==> src/rtl/multdiv_seq.sv <==
// Sequential signed multiply (radix-2 Booth) / divide (restoring); RDY pulses 33 cycles after a start.
// Optional MULTDIV_EARLY_DIV0_EN: a divide-by-zero start completes after 1 cycle instead of 33.

module csa_adder32 (
  input  logic [31:0] a,
  input  logic [31:0] b,
  input  logic        cin,
  output logic [31:0] sum,
  output logic        cout
);
  logic [8:0] c;

  assign c[0] = cin;

  // 4-bit ripple blocks computed for both carry-ins, selected by the incoming carry
  for (genvar g = 0; g < 8; g++) begin : g_blk
    logic [4:0] s0;
    logic [4:0] s1;
    assign s0 = {1'b0, a[4*g +: 4]} + {1'b0, b[4*g +: 4]};
    assign s1 = {1'b0, a[4*g +: 4]} + {1'b0, b[4*g +: 4]} + 5'd1;
    assign sum[4*g +: 4] = c[g] ? s1[3:0] : s0[3:0];
    assign c[g+1]        = c[g] ? s1[4]   : s0[4];
  end

  assign cout = c[8];
endmodule

module multdiv_seq #(
  parameter int WIDTH = 32,
  parameter int CNT_W = 6
) (
  input  logic             clock,
  input  logic             reset,
  input  logic [WIDTH-1:0] data_operandA,
  input  logic [WIDTH-1:0] data_operandB,
  input  logic             ctrl_MULT,
  input  logic             ctrl_DIV,
  output logic [WIDTH-1:0] data_result,
  output logic             data_exception,
  output logic             data_resultRDY
);
  typedef enum logic [1:0] {IDLE, MUL, DIV, FIX} state_t;

  localparam logic [CNT_W-1:0] LAST    = CNT_W'(WIDTH - 1);
  localparam logic [WIDTH-1:0] MIN_NEG = {1'b1, {(WIDTH-1){1'b0}}};

  state_t           state;
  logic [CNT_W-1:0] cnt;
  logic             op_div;
  logic [WIDTH-1:0] hi;
  logic [WIDTH-1:0] lo;
  logic [WIDTH-1:0] opnd;
  logic             q_1;
  logic             sgn_neg;
  logic             div_zero;
  logic             div_ovf;

  logic [WIDTH-1:0] add_a;
  logic [WIDTH-1:0] add_b;
  logic [WIDTH-1:0] add_sum;
  logic             add_cin;
  logic             add_cout;

  logic             start;
  logic             start_div;
  logic [WIDTH-1:0] div_shift;
  logic             booth_sign;
  logic [WIDTH:0]   mul_top;

  assign start     = ctrl_MULT | ctrl_DIV;
  assign start_div = ctrl_DIV & ~ctrl_MULT;
  assign div_shift = {hi[WIDTH-2:0], lo[WIDTH-1]};
  assign mul_top   = {hi, lo[WIDTH-1]};

  // True sign of the 33-bit Booth partial sum; acc - (-2^31) overflows 32 bits
  assign booth_sign = add_a[WIDTH-1] ^ add_b[WIDTH-1] ^ add_cout;

  csa_adder32 u_add (
    .a    (add_a),
    .b    (add_b),
    .cin  (add_cin),
    .sum  (add_sum),
    .cout (add_cout)
  );

  // The start cycle borrows the adder to take |dividend|; anything in flight is aborted anyway
  always_comb begin
    add_a   = '0;
    add_b   = '0;
    add_cin = 1'b0;
    if (start_div) begin
      add_b   = ~data_operandA;
      add_cin = 1'b1;
    end else if (!start) begin
      case (state)
        MUL: begin
          add_a = hi;
          case ({lo[0], q_1})
            2'b01: add_b = opnd;
            2'b10: begin
              add_b   = ~opnd;
              add_cin = 1'b1;
            end
            default: ;
          endcase
        end
        DIV: begin
          // Subtracting |divisor| equals adding a negative divisor as-is
          add_a = div_shift;
          if (opnd[WIDTH-1]) begin
            add_b = opnd;
          end else begin
            add_b   = ~opnd;
            add_cin = 1'b1;
          end
        end
        FIX: begin
          add_b   = ~lo;
          add_cin = 1'b1;
        end
        default: ;
      endcase
    end
  end

  always_ff @(posedge clock) begin
    if (reset) begin
      state          <= IDLE;
      cnt            <= '0;
      op_div         <= 1'b0;
      hi             <= '0;
      lo             <= '0;
      opnd           <= '0;
      q_1            <= 1'b0;
      sgn_neg        <= 1'b0;
      div_zero       <= 1'b0;
      div_ovf        <= 1'b0;
      data_result    <= '0;
      data_exception <= 1'b0;
      data_resultRDY <= 1'b0;
    end else begin
      data_resultRDY <= 1'b0;
      if (start) begin
        cnt      <= '0;
        hi       <= '0;
        q_1      <= 1'b0;
        sgn_neg  <= data_operandA[WIDTH-1] ^ data_operandB[WIDTH-1];
        div_zero <= (data_operandB == '0);
        div_ovf  <= (data_operandA == MIN_NEG) && (data_operandB == '1);
        if (ctrl_MULT) begin
          state  <= MUL;
          op_div <= 1'b0;
          opnd   <= data_operandA;
          lo     <= data_operandB;
        end else begin
          op_div <= 1'b1;
          opnd   <= data_operandB;
          lo     <= data_operandA[WIDTH-1] ? add_sum : data_operandA;
`ifdef MULTDIV_EARLY_DIV0_EN
          state  <= (data_operandB == '0) ? FIX : DIV;
`else
          state  <= DIV;
`endif
        end
      end else begin
        case (state)
          MUL: begin
            {hi, lo, q_1} <= {booth_sign, add_sum, lo};
            cnt           <= cnt + 1'b1;
            if (cnt == LAST) state <= FIX;
          end
          DIV: begin
            hi  <= add_cout ? add_sum : div_shift;
            lo  <= {lo[WIDTH-2:0], add_cout};
            cnt <= cnt + 1'b1;
            if (cnt == LAST) state <= FIX;
          end
          FIX: begin
            state          <= IDLE;
            data_resultRDY <= 1'b1;
            if (!op_div) begin
              data_result    <= lo;
              data_exception <= !((&mul_top) || !(|mul_top));
            end else if (div_zero) begin
              data_result    <= '0;
              data_exception <= 1'b1;
            end else if (div_ovf) begin
              data_result    <= MIN_NEG;
              data_exception <= 1'b1;
            end else begin
              data_result    <= sgn_neg ? add_sum : lo;
              data_exception <= 1'b0;
            end
          end
          default: ;
        endcase
      end
    end
  end
endmodule

==> config.mk <==
export PLATFORM = sky130hd
export DESIGN_NAME = multdiv_seq
export DESIGN_NICKNAME = d
export VERILOG_FILES = /design/src/rtl/multdiv_seq.sv
export SDC_FILE = /design/constraint.sdc
export NUM_CORES = 1
export LEC_CHECK = 0
export BUFFER_PORTS_ARGS = -buffer_cell sky130_fd_sc_hd__buf_2
export CORE_MARGIN = 2
export CORE_UTILIZATION = 61
export CTS_CLUSTER_DIAMETER = 50
export DETAILED_ROUTE_END_ITERATION = 16
export GPL_ROUTABILITY_DRIVEN = 1
export PLACE_DENSITY = 0.82
export SYNTH_ARGS = -nofsm -noshare
export SYNTH_HDL_FRONTEND = slang
export SYNTH_SLANG_ARGS = --single-unit
==> constraint.sdc <==
create_clock -name clock -period 7.55 [get_ports clock]
set_input_delay 0.755 -clock clock [delete_from_list [all_inputs] [get_ports clock]]
set_output_delay 0.755 -clock clock [all_outputs]
set_load 0.005 [all_outputs]
* Word-level counts from Yosys, hierarchy flattened
Index checks and enable logic that the tools add are counted.
** Cells by class
- $add $sub $neg :: 17
- Equal/unequal tests :: 9
- Mux-type cells :: 49
- Bitwise logic cells :: 10
- Reduce and logical (&&, ||, !) cells :: 14
** Operators with widths (count)
- 2-to-1 mux 32 bit :: 14
- case mux 32 bit (2 select lines) :: 4
- inverter 32 bit :: 3
- case mux 32 bit (3 select lines) :: 1
- == test 32 bit, second input constant :: 2
- adder 4 x 4 -> 5 bit :: 8
- adder 5 x 1 -> 5 bit, second input constant :: 8
- AND reduction 33 bit :: 1
- OR reduction 33 bit :: 1
- zero test 32 bit :: 1
- 2-to-1 mux 4 bit :: 8
- 2-to-1 mux 1 bit :: 17
- adder 6 x 1 -> 6 bit, second input constant :: 1
- == test 2 bit, second input constant :: 3
- == test 6 x 5 -> 1 bit, second input constant :: 1
- 2-to-1 mux 2 bit :: 3
- nonzero test 3 bit :: 2
- == test 2 x 1 -> 1 bit, second input constant :: 2
- case mux 2 bit (2 select lines) :: 1
- AND reduction 2 bit :: 2
- OR reduction 2 bit :: 2
- != test 3 x 1 -> 1 bit, second input constant :: 1
- case mux 1 bit (3 select lines) :: 1
- bitwise XOR 1 bit :: 3
- 7 further kinds :: 9
** Word-level totals
- Flip-flop bits (word level) :: 143
- Bits of input ports :: 68
- Logic and storage cells :: 112

* Longest topological paths before layout
- Depth in word-level cells :: 19
- Depth in mapped cells :: 27
- Gate-level depth less buffers :: 23

* Cells and area by module
A second synthesis with hierarchy kept.
** Unflattened totals
- Cell total of the unflattened synthesis :: 1389
- Area, all modules :: 11121.9 um^2
** By module, submodules not included
- multdiv_seq :: times used 1, cells each 1192, area each 9332.7 um^2, seq. area each 2862.7 um^2
- csa_adder32 :: times used 1, cells each 197, area each 1789.2 um^2, seq. area each 0.0 um^2

* Least setup slack after synthesis
Ideal clock, no wire load.
- Kind :: reg2reg
- Start :: register state[0]
- End :: register hi[7]
- Setup time :: 132 ps
- Arrival time :: 6461 ps
- Setup slack :: 957 ps
- Stages on the path, launching flop included :: 27
- Path buffers :: 6
- Period minus slack after synthesis :: 6593 ps
- Path through :: dfxtp_1 -> inv_1 -> ha_1 -> clkbuf_1 -> clkbuf_1 -> clkbuf_1 -> clkbuf_1 -> clkbuf_1 -> a22oi_1 -> nor2_1 -> ha_1 -> fa_1 -> xor2_2 -> nand4_1 -> a2111oi_4 -> mux2i_1 -> mux2i_1 -> mux2i_1 -> mux2i_1 -> mux2i_1 -> mux2i_2 -> mux2i_1 -> xnor2_2 -> buf_4 -> mux2_2 -> mux2i_1 -> a21oi_1
** On the way
- Word-level cells in the longest chain between the ends :: 16
- Elaborated cells on any way between the ends :: 41
- Classes of those cells :: add/sub (16); eq/ne (3); mux (21); reduce/logical (1)
** Ends and longest elaborated chain
- start: declaration :: RTL line 47 : state_t state;
- start signal: assignment :: RTL line 128 : state <= IDLE;
- start signal: assignment :: RTL line 151 : state <= MUL;
- start signal: assignment :: RTL line 162 : state <= DIV;
- == test 2 bit, or another cell as far along :: RTL line 95 : case (state)
- case mux 32 bit (3 select lines) or case mux 32 bit (2 select lines) (tied branches) :: RTL line 95
- 2-to-1 mux 32 bit :: RTL line 94 : end else if (!start) begin
- 2-to-1 mux 32 bit :: RTL line 91 : if (start_div) begin
- adder 4 x 4 -> 5 bit :: RTL line 19, 20
- adder 5 x 1 -> 5 bit :: RTL line 20 : assign s1 = {1'b0, a[4*g +: 4]} + {1'b0, b[4*g +: 4]} + 5'd1;
- 2-to-1 mux 1 bit (8 in a row) :: RTL line 22 : assign c[g+1] = c[g] ? s1[4] : s0[4];
- 2-to-1 mux 32 bit :: RTL line 173 : hi <= add_cout ? add_sum : div_shift;
- case mux 32 bit (2 select lines) :: RTL line 166 : case (state)
- end signal: assignment :: RTL line 168 : {hi, lo, q_1} <= {booth_sign, add_sum, lo};
- end signal: assignment :: RTL line 173
- end: declaration :: RTL line 50 : logic [WIDTH-1:0] hi;
Several ways; a longest one is shown, not always the timed one.
A chain may end at the register's enable or synchronous reset.

* Worst setup path in the final report
Same ends and word-level chain as after synthesis.

==> results.py <==
metrics = {
    "grt": {
        "met2_usage_pct": 54.6,
        "antenna_found_initial": 0,
        "grt_max_degree": 109,
        "grt_pass1_wl_um": 56300,
        "grt_use_total_pct": 38.6,
        "grt_use_met3_pct": 10.7,
        "busiest_layer": "met1",
        "met1_usage_pct": 56.4,
        "overflow": 0,
        "grt_pass1_vias": 10200,
    },
    "synthesis": {
        "synthCells": 1394,
        "synthFlopType": "dfxtp_1",
        "synth-seq-area-share_pct": 26.4,
        "syn_avg_cell_area_um2": 7.77,
        "synth_warnings": 0,
        "yosys_register_bits": 143,
        "synthDistinctLibCells": 67,
        "synth_enable_flop_cells": 0,
        "syn-num-nets": 1516,
        "async_reset_ff_share_pct": 0,
        "synth_area_um2": 10800,
    },
    "pwr": {
        "p_per_area_nw_per_um2": 183,
        "pwr-share-comb_pct": 22.6,
        "p_leak_uw": 0.00481,
        "p_int_uw": 1490,
        "ir_worst_vdd_v": 0.000224,
        "switchingPower_uw": 717,
        "clock_power_share_pct": 39.2,
        "p_seq_share_pct": 38.2,
        "swShare_pct": 32.4,
    },
    "drt": {
        "via_per_inst": 6.97,
        "drt_first_iter_violations": 1920,
        "ant_nets": 0,
        "wl_um": 36300,
        "via_count": 11600,
        "drc": 0,
        "routedWlPerCell_um": 21.8,
        "drt_first_pass_iters": 7,
    },
    "hold_path": {
        "holdPathEnd": "cnt[5]",
        "min_path_cells": 2,
        "holdCritStartpoint": "cnt[5]",
        "min_path_type": "flip-flop to flip-flop",
    },
    "clock_tree": {
        "cts.reportedPaths.clkPinSlew_ns": 0.06,
        "cts.sinks": 143,
        "clock_path_buffers": 2,
        "cts_resized": 0,
        "cts_buffers": 17,
        "cts_setup_buffers": 0,
        "clkLatencyLatePin_ns": 0.44,
        "ctsHtreeMaxLevel": 4,
        "cts.hold.buffers_added": 0,
        "cts-root-buf": "clkbuf_16",
        "cts_tree": "done",
    },
    "run_status": {
        "status": "finished clean",
    },
    "worst_setup_path": {
        "end_kind": "flip-flop",
        "r2r_slack_ns": 0.30,
        "crit_required_ns": 7.84,
        "critical_path_arrival_ns": 7.54,
        "critPathKind": "flip-flop to flip-flop",
        "rr_endpoint": "hi[7]",
        "worst-path-max-fanout": 19,
        "rr_startpoint": "state[0]",
        "worst_setup_path_start_kind": "flip-flop",
        "worst_r2r_path_depth": 24,
    },
    "die": {
        "dieHeight_um": 137,
        "pin_count": 102,
        "die_area_um2": 18800,
        "coreArea_um2": 17400,
        "dieWidth_um": 137,
        "rows": 48,
        "start_util_pct": 62.4,
    },
    "place": {
        "dpl.hpwl_um": 25400,
        "place_congestion": 1.05,
        "dp_cells": 1632,
        "io_buffer_count": 101,
    },
    "final_layout": {
        "layout.nets": 1549,
        "final_util_pct": 69.5,
        "area.growth.synth_to_final_pct": 11.4,
        "stdcell_count": 1663,
        "drive_gt1_share_pct": 13.4,
        "num_antenna_cells": 0,
    },
    "timing": {
        "drv_slew": 0,
        "slew_headroom_pct": 19.3,
        "period_share_pct": 96.0,
        "setup-violations-final": 0,
        "final.setup.tns_ns": 0,
        "period_minus_slack_ns": 7.25,
        "rsz0062_at_grt": "false",
        "clock_skew_ns": 0.0108,
        "timing.fmax_mhz": 138,
        "final_hold_viol_count": 0,
        "worstMarginPinSlew_ns": 1.21,
    },
    "job": {
        "cap_violations": 0,
    },
}
worst max-delay path by stage:
stage | to | slack (ns) | from
2_1_floorplan | hi[7] | 0.96 | state[0]
3_3_place_gp | hi[1] | 0.51 | state[0]
3_5_place_dp | hi[7] | 0.21 | state[0]
4_1_cts | hi[7] | 0.20 | state[0]
5_1_grt | hi[7] | 0.01 | state[0]
6_report | hi[7] | 0.30 | state[0]
metrics by stage:
step | area [um2] | hold WS [ns] | worst slack, ns | power [uW]
floorplan | 10800 | 0.445 | 0.957 | 1180
global placement | 11400 | 0.469 | 0.513 | 1320
detailed placement | 11400 | 0.481 | 0.209 | 1330
CTS | 12000 | 0.490 | 0.200 | 2190
global route | 12100 | 0.513 | 0.0101 | 2280
finish | 12100 | 0.490 | 0.303 | 2210
per-layer routing:
| layer | wire length [um] | part of all wire, % |
|---|---|---|
| met2 | 15200 | 42 |
| met4 | 1180 | 3.2 |
| met3 | 5340 | 15 |
| met5 | 0 | 0 |
| met1 | 14600 | 40 |
worst max-delay path: stages (launching register included):
cell,delay [ns]
dfxtp_1,0.42
inv_1,0.12
ha_4,0.19
nor2b_1,0.16
a21oi_2,0.18
buf_4,0.24
nor2_1,0.05
a221oi_1,0.22
o22ai_1,0.19
fa_1,0.49
xor2_2,0.25
nand4_1,0.17
a2111oi_4,0.42
mux2i_1,0.36
mux2i_1,0.42
mux2i_1,0.38
mux2i_1,0.41
mux2i_2,0.38
mux2i_4,0.40
mux2i_4,0.41
xnor2_4,0.27
buf_4,0.36
mux2_2,0.37
mux2i_1,0.14
a21oi_1,0.08
logic make-up (layout without fill, tap and decap cells):
logic type | after synthesis | after routing | synth area share, %
xor+xnor | 52 | 53 | 4.41
fa+ha+maj | 54 | 54 | 6.79
mux | 101 | 101 | 9.56
simple gates | 424 | 424 | 18.1
buf+inv | 167 | 210 | 5.96
flops | 143 | 143 | 26.4
compound gates | 453 | 453 | 28.8
state kept, by name, indices dropped and copies added, names as in the netlist:
| register | count |
|---|---|
| lo | 32 |
| sgn_neg | 1 |
| div_zero | 1 |
| div_ovf | 1 |
| q_1 | 1 |
| op_div | 1 |
| state | 2 |
| cnt | 6 |
| opnd | 32 |
| hi | 32 |
| data_exception | 1 |
| data_resultRDY | 1 |
| data_result | 32 |
placed cells by master (no fill, tap or decap), types with 18 or more instances in the layout:
cell | netlist | final
xor2_1 | 21 | 21
nor2b_1 | 18 | 18
nor2_1 | 234 | 234
ha_1 | 46 | 45
o211ai_1 | 21 | 21
nand4_1 | 26 | 26
a211oi_1 | 73 | 73
a21oi_1 | 111 | 110
o22ai_1 | 36 | 36
buf_2 | 0 | 99
buf_4 | 3 | 31
mux2i_1 | 83 | 81
nor4_1 | 21 | 21
nand2_1 | 63 | 63
a22oi_1 | 57 | 57
o21ai_0 | 42 | 42
dfxtp_1 | 143 | 143
a221oi_1 | 40 | 40
inv_1 | 49 | 49
xnor2_1 | 28 | 28
cell type report:
class                   instances  area [um2]
clock inverters                11         143
inverters                      50         188
flip-flops and latches        143        2860
well taps                     225         282
clock buffers                  19         443
fillers                      1409        5290
multi-input cells            1085        7420
repair buffers                130         728
power by group through the flow:
stage               Clock, uW  Sequential (uW)  Combinational [uW]
floorplan                   0              838                 339
global placement            0              855                 467
detailed placement          0              857                 476
CTS                       867              841                 479
global route              898              847                 538
finish                    866              844                 500
synth_stat cells (9+ instances only):
cell type	number	area, um2
a211oi_1	73	548
a21o_1	15	113
a21oi_1	111	556
a221oi_1	40	350
a22oi_1	57	428
buf_1	22	82.6
clkbuf_1	91	342
dfxtp_1	143	2860
ha_1	46	576
inv_1	49	184
mux2_2	12	135
mux2i_1	83	831
nand2_1	63	236
nand4_1	26	163
nor2_1	234	878
nor2b_1	18	113
nor3_1	9	45.0
nor4_1	21	131
o211a_1	10	100
o211ai_1	21	158
o21ai_0	42	210
o22ai_1	36	225
xnor2_1	28	245
xor2_1	21	184
Power figures use the tool's default switching activity.
